===== config.mk =====
export PLATFORM = sky130hd
export DESIGN_NAME = tetris_input_queue_flat
export DESIGN_NICKNAME = d
export VERILOG_FILES = /design/src/rtl/tetris_input_queue_if.sv /design/src/rtl/tetris_input_queue.sv /design/src/flat_wrapper.sv
export SDC_FILE = /design/constraint.sdc
export NUM_CORES = 1
export LEC_CHECK = 0
export ABC_AREA = 1
export CAP_MARGIN = 20
export CORE_ASPECT_RATIO = 0.9
export CORE_MARGIN = 4
export CORE_UTILIZATION = 49
export DETAILED_ROUTE_END_ITERATION = 7
export PLACE_DENSITY = 0.82
export SKIP_CTS_REPAIR_TIMING = 1
export SKIP_LAST_GASP = 1
export SLEW_MARGIN = 20
export SYNTH_ARGS = -nofsm -noshare
export SYNTH_HDL_FRONTEND = slang
export SYNTH_SLANG_ARGS = --single-unit

===== constraint.sdc =====
create_clock -name clock -period 1.8 [get_ports clock]
set_input_delay 0.36 -clock clock [delete_from_list [all_inputs] [get_ports clock]]
set_output_delay 0.36 -clock clock [all_outputs]
set_load 0.02 [all_outputs]

===== src/rtl/tetris_input_queue_if.sv =====
// Processor-facing port bundle of the button event queue: pop/clear strobes in, head event and status out.
interface tetris_input_queue_if #(
  parameter int PTR_W = 3
);
  logic             pop;
  logic             clr_ovf;
  logic [31:0]      rd_data;
  logic             empty;
  logic             full;
  logic [PTR_W:0]   count;
  logic             overflow;

  modport master (output pop, clr_ovf, input rd_data, empty, full, count, overflow);
  modport slave  (input pop, clr_ovf, output rd_data, empty, full, count, overflow);
endinterface


===== src/rtl/tetris_input_queue.sv =====
// Debounced, edge-detected button events queued in a first-word-fall-through FIFO
// that the processor drains with a memory-mapped load.
module tetris_btn_debounce #(
  parameter int DEBOUNCE_CYCLES = 16
) (
  input  logic clock,
  input  logic reset,
  input  logic btn,
  output logic rise
);
  localparam int CW = $clog2(DEBOUNCE_CYCLES + 1);

  logic          sync1, sync2, stable, stable_q;
  logic [CW-1:0] cnt;

  always_ff @(posedge clock) begin
    if (reset) begin
      sync1    <= 1'b0;
      sync2    <= 1'b0;
      stable   <= 1'b0;
      stable_q <= 1'b0;
      cnt      <= '0;
    end else begin
      sync1    <= btn;
      sync2    <= sync1;
      stable_q <= stable;
      if (sync2 == stable)
        cnt <= '0;
      else if (cnt == CW'(DEBOUNCE_CYCLES - 1)) begin
        stable <= ~stable;
        cnt    <= '0;
      end else
        cnt <= cnt + CW'(1);
    end
  end

  // Only presses matter; releases are swallowed here.
  assign rise = stable & ~stable_q;
endmodule

module tetris_input_queue #(
  parameter int DEBOUNCE_CYCLES = 16,
  parameter int DEPTH           = 8,
  parameter int PTR_W           = 3
) (
  input  logic                  clock,
  input  logic                  reset,
  input  logic [3:0]            btn_in,
  tetris_input_queue_if.slave   bus
);
  logic [3:0]       rise, pend, grant;
  logic [2:0]       code;
  logic [2:0]       mem [DEPTH];
  logic [PTR_W-1:0] wr_ptr, rd_ptr;
  logic [PTR_W:0]   count;
  logic             empty, full, push, push_ok, pop_ok, drop;

  tetris_btn_debounce #(.DEBOUNCE_CYCLES(DEBOUNCE_CYCLES)) u_db [3:0] (
    .clock (clock),
    .reset (reset),
    .btn   (btn_in),
    .rise  (rise)
  );

  // Descending scan so the lowest-index pending button ends up granted.
  always_comb begin
    grant = '0;
    code  = '0;
    for (int i = 3; i >= 0; i--) begin
      if (pend[i]) begin
        grant    = '0;
        grant[i] = 1'b1;
        code     = 3'(i + 1);
      end
    end
  end

  assign empty   = (count == '0);
  assign full    = (count == (PTR_W+1)'(DEPTH));
  assign push    = |pend;
  assign pop_ok  = bus.pop & ~empty;
  assign push_ok = push & (~full | bus.pop);
  assign drop    = push & full & ~bus.pop;

  always_ff @(posedge clock) begin
    if (reset) begin
      pend         <= '0;
      wr_ptr       <= '0;
      rd_ptr       <= '0;
      count        <= '0;
      bus.overflow <= 1'b0;
    end else begin
      pend <= (pend & ~grant) | rise;
      if (push_ok) wr_ptr <= wr_ptr + PTR_W'(1);
      if (pop_ok)  rd_ptr <= rd_ptr + PTR_W'(1);
      case ({push_ok, pop_ok})
        2'b10:   count <= count + (PTR_W+1)'(1);
        2'b01:   count <= count - (PTR_W+1)'(1);
        default: count <= count;
      endcase
      if (drop)             bus.overflow <= 1'b1;
      else if (bus.clr_ovf) bus.overflow <= 1'b0;
    end
  end

  always_ff @(posedge clock) begin
    if (push_ok) mem[wr_ptr] <= code;
  end

  assign bus.rd_data = empty ? 32'd0 : {29'd0, mem[rd_ptr]};
  assign bus.empty   = empty;
  assign bus.full    = full;
  assign bus.count   = count;
endmodule


===== src/flat_wrapper.sv =====
// flat-port wrapper written by rule: the top's interface ports become plain ports
module tetris_input_queue_flat 
#(
  parameter int DEBOUNCE_CYCLES = 16,
  parameter int DEPTH           = 8,
  parameter int PTR_W           = 3
)
  (clock, reset, btn_in, bus_pop, bus_clr_ovf, bus_rd_data, bus_empty, bus_full, bus_count, bus_overflow);
  tetris_input_queue_if #(.PTR_W(PTR_W)) bus_i ();
  input  logic clock;
  input  logic reset;
  input  logic [3:0] btn_in;
  input wire logic [$bits(bus_i.pop)-1:0] bus_pop;
  input wire logic [$bits(bus_i.clr_ovf)-1:0] bus_clr_ovf;
  output wire logic [$bits(bus_i.rd_data)-1:0] bus_rd_data;
  output wire logic [$bits(bus_i.empty)-1:0] bus_empty;
  output wire logic [$bits(bus_i.full)-1:0] bus_full;
  output wire logic [$bits(bus_i.count)-1:0] bus_count;
  output wire logic [$bits(bus_i.overflow)-1:0] bus_overflow;
  assign bus_i.pop = bus_pop;
  assign bus_i.clr_ovf = bus_clr_ovf;
  assign bus_rd_data = bus_i.rd_data;
  assign bus_empty = bus_i.empty;
  assign bus_full = bus_i.full;
  assign bus_count = bus_i.count;
  assign bus_overflow = bus_i.overflow;
  tetris_input_queue #(.DEBOUNCE_CYCLES(DEBOUNCE_CYCLES), .DEPTH(DEPTH), .PTR_W(PTR_W)) u_core (.clock(clock), .reset(reset), .btn_in(btn_in), .bus(bus_i));
endmodule

# Word level (Yosys, flattened, before mapping)
# Memories as Yosys holds them, arrays and structs flattened. A register that Yosys moved wholly into a read port is not among the register bits.
# Index checks and enable logic that the tools add are counted.
# totals
mem_count	1
ramBits	24
out_inout_bits	39
ff_bits	51
# mem_list
name	words	width	read_ports	rd_clocked_by_memory_dff	write_ports	line	text
u_core.mem	8	3	1	1	1	tetris_input_queue.sv:53	logic [2:0] mem [DEPTH];
# op_classes
eq_ne	11
reduce_logical	12
n_mux	16
n_addsub	8
bitwise	27
# op_table
cell	count
$mux W3	7
$add A5 B1 Y5 const B	4
$eq A5 B4 Y1 const B	4
$mux W4	4
$not A1 Y1	15
$reduce_or A3 Y1	4
$and A1 B1 Y1	8
$pmux W4 S2	1
$reduce_and A2 Y1	4
$add A3 B1 Y3 const B	2
$add A4 B1 Y4 const B	1
$and A4 B4 Y4	1
$eq A1 B1 Y1	4
$eq A4 B4 Y1 const B	1
$logic_not A4 Y1	1
$mux W1	4
$not A4 Y4	1
$or A4 B4 Y4	1
$reduce_bool A2 Y1	2
$reduce_or A4 Y1	1
$sub A4 B1 Y4 const B	1
$eq A2 B1 Y1 const B	1
$eq A2 B2 Y1 const B	1
$or A1 B1 Y1	1

# Longest topological paths before layout
# depth
word_depth	7
mapped_depth	14

# By module
# From an unflattened synthesis, not the netlist that was laid out.
# unflattened
hier_cells	384
hier_area_um2	3488.3
# by_module_without_submodules
module	cells_each	area_each_um2	seq_area_each_um2	instances
tetris_input_queue	228	2132.0	1081.0	1
tetris_btn_debounce	39	339.1	180.2	4

# Worst setup path after synthesis
# No wires, ideal clock.
# synth_timing
path_kind	register to register
startpoint	register u_core.count[0] (netlist: u_core.bus.count[0])
endpoint	register u_core.count[2] (netlist: u_core.bus.count[2])
path_stages_with_launch	14
t_arrival_ns	1.832
n_path_buf	0
period_less_slack_ns	1.945
setup_ns	0.113
slack_ns	-0.145
required_ns	1.687
cell_sequence	dfxtp_1 > nor2_2 > nand3_2 > nand2_2 > inv_2 > ha_1 > nand2_1 > clkinv_1 > nor2_2 > ha_1 > a21oi_1 > xnor2_1 > o21ai_1 > inv_1
# synth_between
elab_chain_len	6
# synth_rtl
item	line	text
from (decl)	tetris_input_queue.sv:55	logic [PTR_W:0] count;
from (signal assigned)	tetris_input_queue.sv:97	2'b10: count <= count + (PTR_W+1)'(1);
from (signal assigned)	tetris_input_queue.sv:98	2'b01: count <= count - (PTR_W+1)'(1);
from (signal assigned)	tetris_input_queue.sv:99	default: count <= count;
$eq A4 B4 Y1	tetris_input_queue.sv:79	assign full = (count == (PTR_W+1)'(DEPTH));
$not A1 Y1	tetris_input_queue.sv:82	assign push_ok = push & (~full | bus.pop);
$or A1 B1 Y1	tetris_input_queue.sv:82	
$and A1 B1 Y1	tetris_input_queue.sv:82	
$eq A2 B1 Y1 or $eq A2 B2 Y1 (tied branches)	tetris_input_queue.sv:96	case ({push_ok, pop_ok})
$pmux W4 S2 or $reduce_bool A2 Y1 (tied branches)	n/a	
# Parallel ways exist; a longest one is shown, timed or not.
# A chain may end at the register's enable or synchronous reset.

# Worst setup path after layout
# Ends and elaborated chain as after synthesis.

==> flow_metrics.tcl <==
set metrics [dict create \
    cp_max_fo 4 \
    cts_tree "done" \
    p_leak_nw 1.64 \
    antenna_found_initial 0 \
    first_iter_violations 54 \
    die_w_um 95.2 \
    arrival_ps 2110 \
    first_global_vias 2237 \
    status "finished, violations left" \
    ys_async_sr_fraction_pct 0 \
    crit_required_ps 2050 \
    fin_area_um2 3880 \
    postRouteAntennaNets 0 \
    synth.cell_area_um2 3360 \
    sequentialPowerShare_pct 44.9 \
    dieArea_um2 8240 \
    ys_seq_area_share_pct 53.7 \
    routed_wl_um 5870 \
    area_growth_pct 15.6 \
    synth_top_area_share_pct 32.2 \
    cp-start-kind "flip-flop" \
    combPwrFrac_pct 30.1 \
    yosys_warnings 0 \
    clock_skew_ps 10.3 \
    gr-total-overflow 0 \
    clkSinkCount 78 \
    syn_avg_cell_area_um2 9.12 \
    drive_gt1_share_pct 16.3 \
    start_util_pct 50.7 \
    timing.final.crit_share_pct 104 \
    path_class "flip-flop to flip-flop" \
    rsz0062_at_grt "true" \
    fin_nets 426 \
    globalplace.congestion 0.847 \
    period_minus_slack_ps 1870 \
    finalWorstSetupSlack_ps -66.3 \
    grt_usage_pct 15.3 \
    slew_violations 0 \
    clock_latency_ps 350 \
    grt_pass1_wl_um 9720 \
    yosysTopAreaCell "dfxtp_1" \
    wl_per_cell_um 11.7 \
    p_per_area_nw_per_um2 1130 \
    grt_max_degree 27 \
    drc 0 \
    fmax_mhz 536 \
    synth_edf_count 24 \
    clkTransAtPathRegs_ps 70 \
    power_mw 4.40 \
    routed-via-count 2380 \
    synth_flop_cell "dfxtp_1" \
    peakVddDrop_mv 0.730 \
    io_pins 47 \
    maxCapViolCount 0 \
    viasPerCell 4.76 \
    violations "setup timing" \
    yosysMostFrequentCell "nor2_1" \
    dpl-instance-area_um2 3640 \
    worst_pin_slew_ps 624 \
    rows 28 \
    firstDrtPassIters 4 \
    synth_cells 368 \
    hold_class "flip-flop to flip-flop" \
    dp.final_hpwl_um 4220 \
    antenna_cells 0 \
    port_buffers 17 \
    clock_path_buffers 2 \
    relSlewSlack_pct 58.3 \
    synth.distinct_cells 33 \
    critPathCaptureType "flip-flop" \
    synth_area_leaders "dfxtp_1 32%, edfxtp_1 21%, nor2_1 7.8%" \
    synth-seq-cells 78 \
    switching_share_pct 33.2 \
    htree_levels 3 \
    setup_viol 3 \
    coreArea_um2 6620 \
    cts_inserted_buffers 9 \
    final.setup.tns_ps -112 \
    synth_common_cells "70 x nor2_1, 54 x dfxtp_1, 44 x inv_1" \
    internal-power_mw 2.94 \
    die_height_um 86.5 \
    hold_viol 0 \
    postLayoutCoreUtil_pct 58.6 \
    netSwitchingPower_mw 1.46 \
    cts-root-buf "clkbuf_8" \
    power_frac_clock_pct 25.0 \
]
layout make-up:
cell class              count  area (um^2)
clock buffers               9          124
clock inverters             7         41.3
fillers                   552         2740
inverters                  50          195
multi-input cells         232         1270
flip-flops and latches     78         1810
well taps                  90          113
repair buffers             34          325
flip-flops by register name, indices dropped and copies added (netlist names), named ones only:
name                  flops
u_core.u_db.stable_q      4
u_core.wr_ptr             3
u_core.u_db.cnt          20
u_core.u_db.sync1         4
u_core.bus.overflow       1
u_core.u_db.stable        4
u_core.pend               4
u_core.mem               24
u_core.bus.count          4
u_core.u_db.sync2         4
u_core.rd_ptr             3
placed cells by master (no fill, tap or decap), types with 2 or more instances in the layout:
cell             Yosys  routed
nor2_1              70      70
dfxtp_1             54      48
inv_1               44      44
conb_1               1      29
nand2_1             27      27
edfxtp_1            24      24
a21oi_1             20      19
buf_4               29      17
o21ai_0             16      12
ha_1                13      11
nand3_1             10      10
clkbuf_8             0       9
clkdlybuf4s50_1      0       9
o21ai_1              6       8
o211ai_1             7       7
o21bai_1             5       5
nor2_2               6       5
dfxtp_2              0       5
dlymetal6s2s_1       0       5
inv_2                5       4
nor3b_1              4       4
o22ai_1              3       3
a21oi_2              2       3
clkinvlp_4           0       3
clkinv_2             0       3
o21ai_2              0       2
clkinv_1             1       2
nor3_1               2       2
buf_12               0       2
final timing paths:
check	from	end	slack, ps	cells after the start
worst max-delay path	u_core.bus.count[0]	u_core.bus.count[2]	-70	13
worst min-delay path	u_core.u_db[0].stable_q	u_core.pend[0]	390	1
worst max register to register	u_core.bus.count[0]	u_core.bus.count[2]	-70	13
worst min register to register	u_core.u_db[0].stable_q	u_core.pend[0]	390	1
metal layers:
layer / track usage, % / vias up / share of wire (%)
li1: - / 1212 / -
met1: 16.4 / 1101 / 40
met5: 0 / - / 0
met4: 7.86 / 0 / 2.6
met2: 26.6 / 47 / 52
met3: 5.30 / 20 / 5.0
metrics by stage:
step	hold slack, ps	setup WS (ps)	std cells
floorplan	373	0.643	396
global placement	378	-313	482
detailed placement	377	-360	482
CTS	388	-574	498
global route	408	-194	500
finish	388	-66.3	500
power by group through the flow:
stage / Combinational [mW] / Clock [mW] / Sequential, mW
after floorplan: 0.769 / 0 / 2.04
after global placement: 1.18 / 0 / 2.01
after detailed placement: 1.22 / 0 / 2.01
after CTS: 1.23 / 1.13 / 1.97
after global routing: 1.46 / 1.21 / 1.98
final: 1.32 / 1.10 / 1.97
worst max-delay path: stages (launching register included):
cell and delay [ps]:
dfxtp_2 350, nor2_4 150, nand3_4 100, nand2_2 80, inv_2 50, ha_4 160
nand2_1 80, clkinv_1 120, nor2_2 140, ha_1 180, a21oi_2 50, xnor2_1 130
o21ai_1 130, inv_1 50
logic make-up after synthesis:
| logic type | share of synthesized area, % |
|---|---|
| AO/OA/AOI/OAI | 10.5 |
| flip-flops | 53.7 |
| adder cells (fa/ha/maj) | 4.85 |
| other | 0.112 |
| buffers and inverters | 13.0 |
| XOR/XNOR | 0.783 |
| AND/OR/NAND/NOR | 17.0 |
Power figures use the tool's default switching activity.
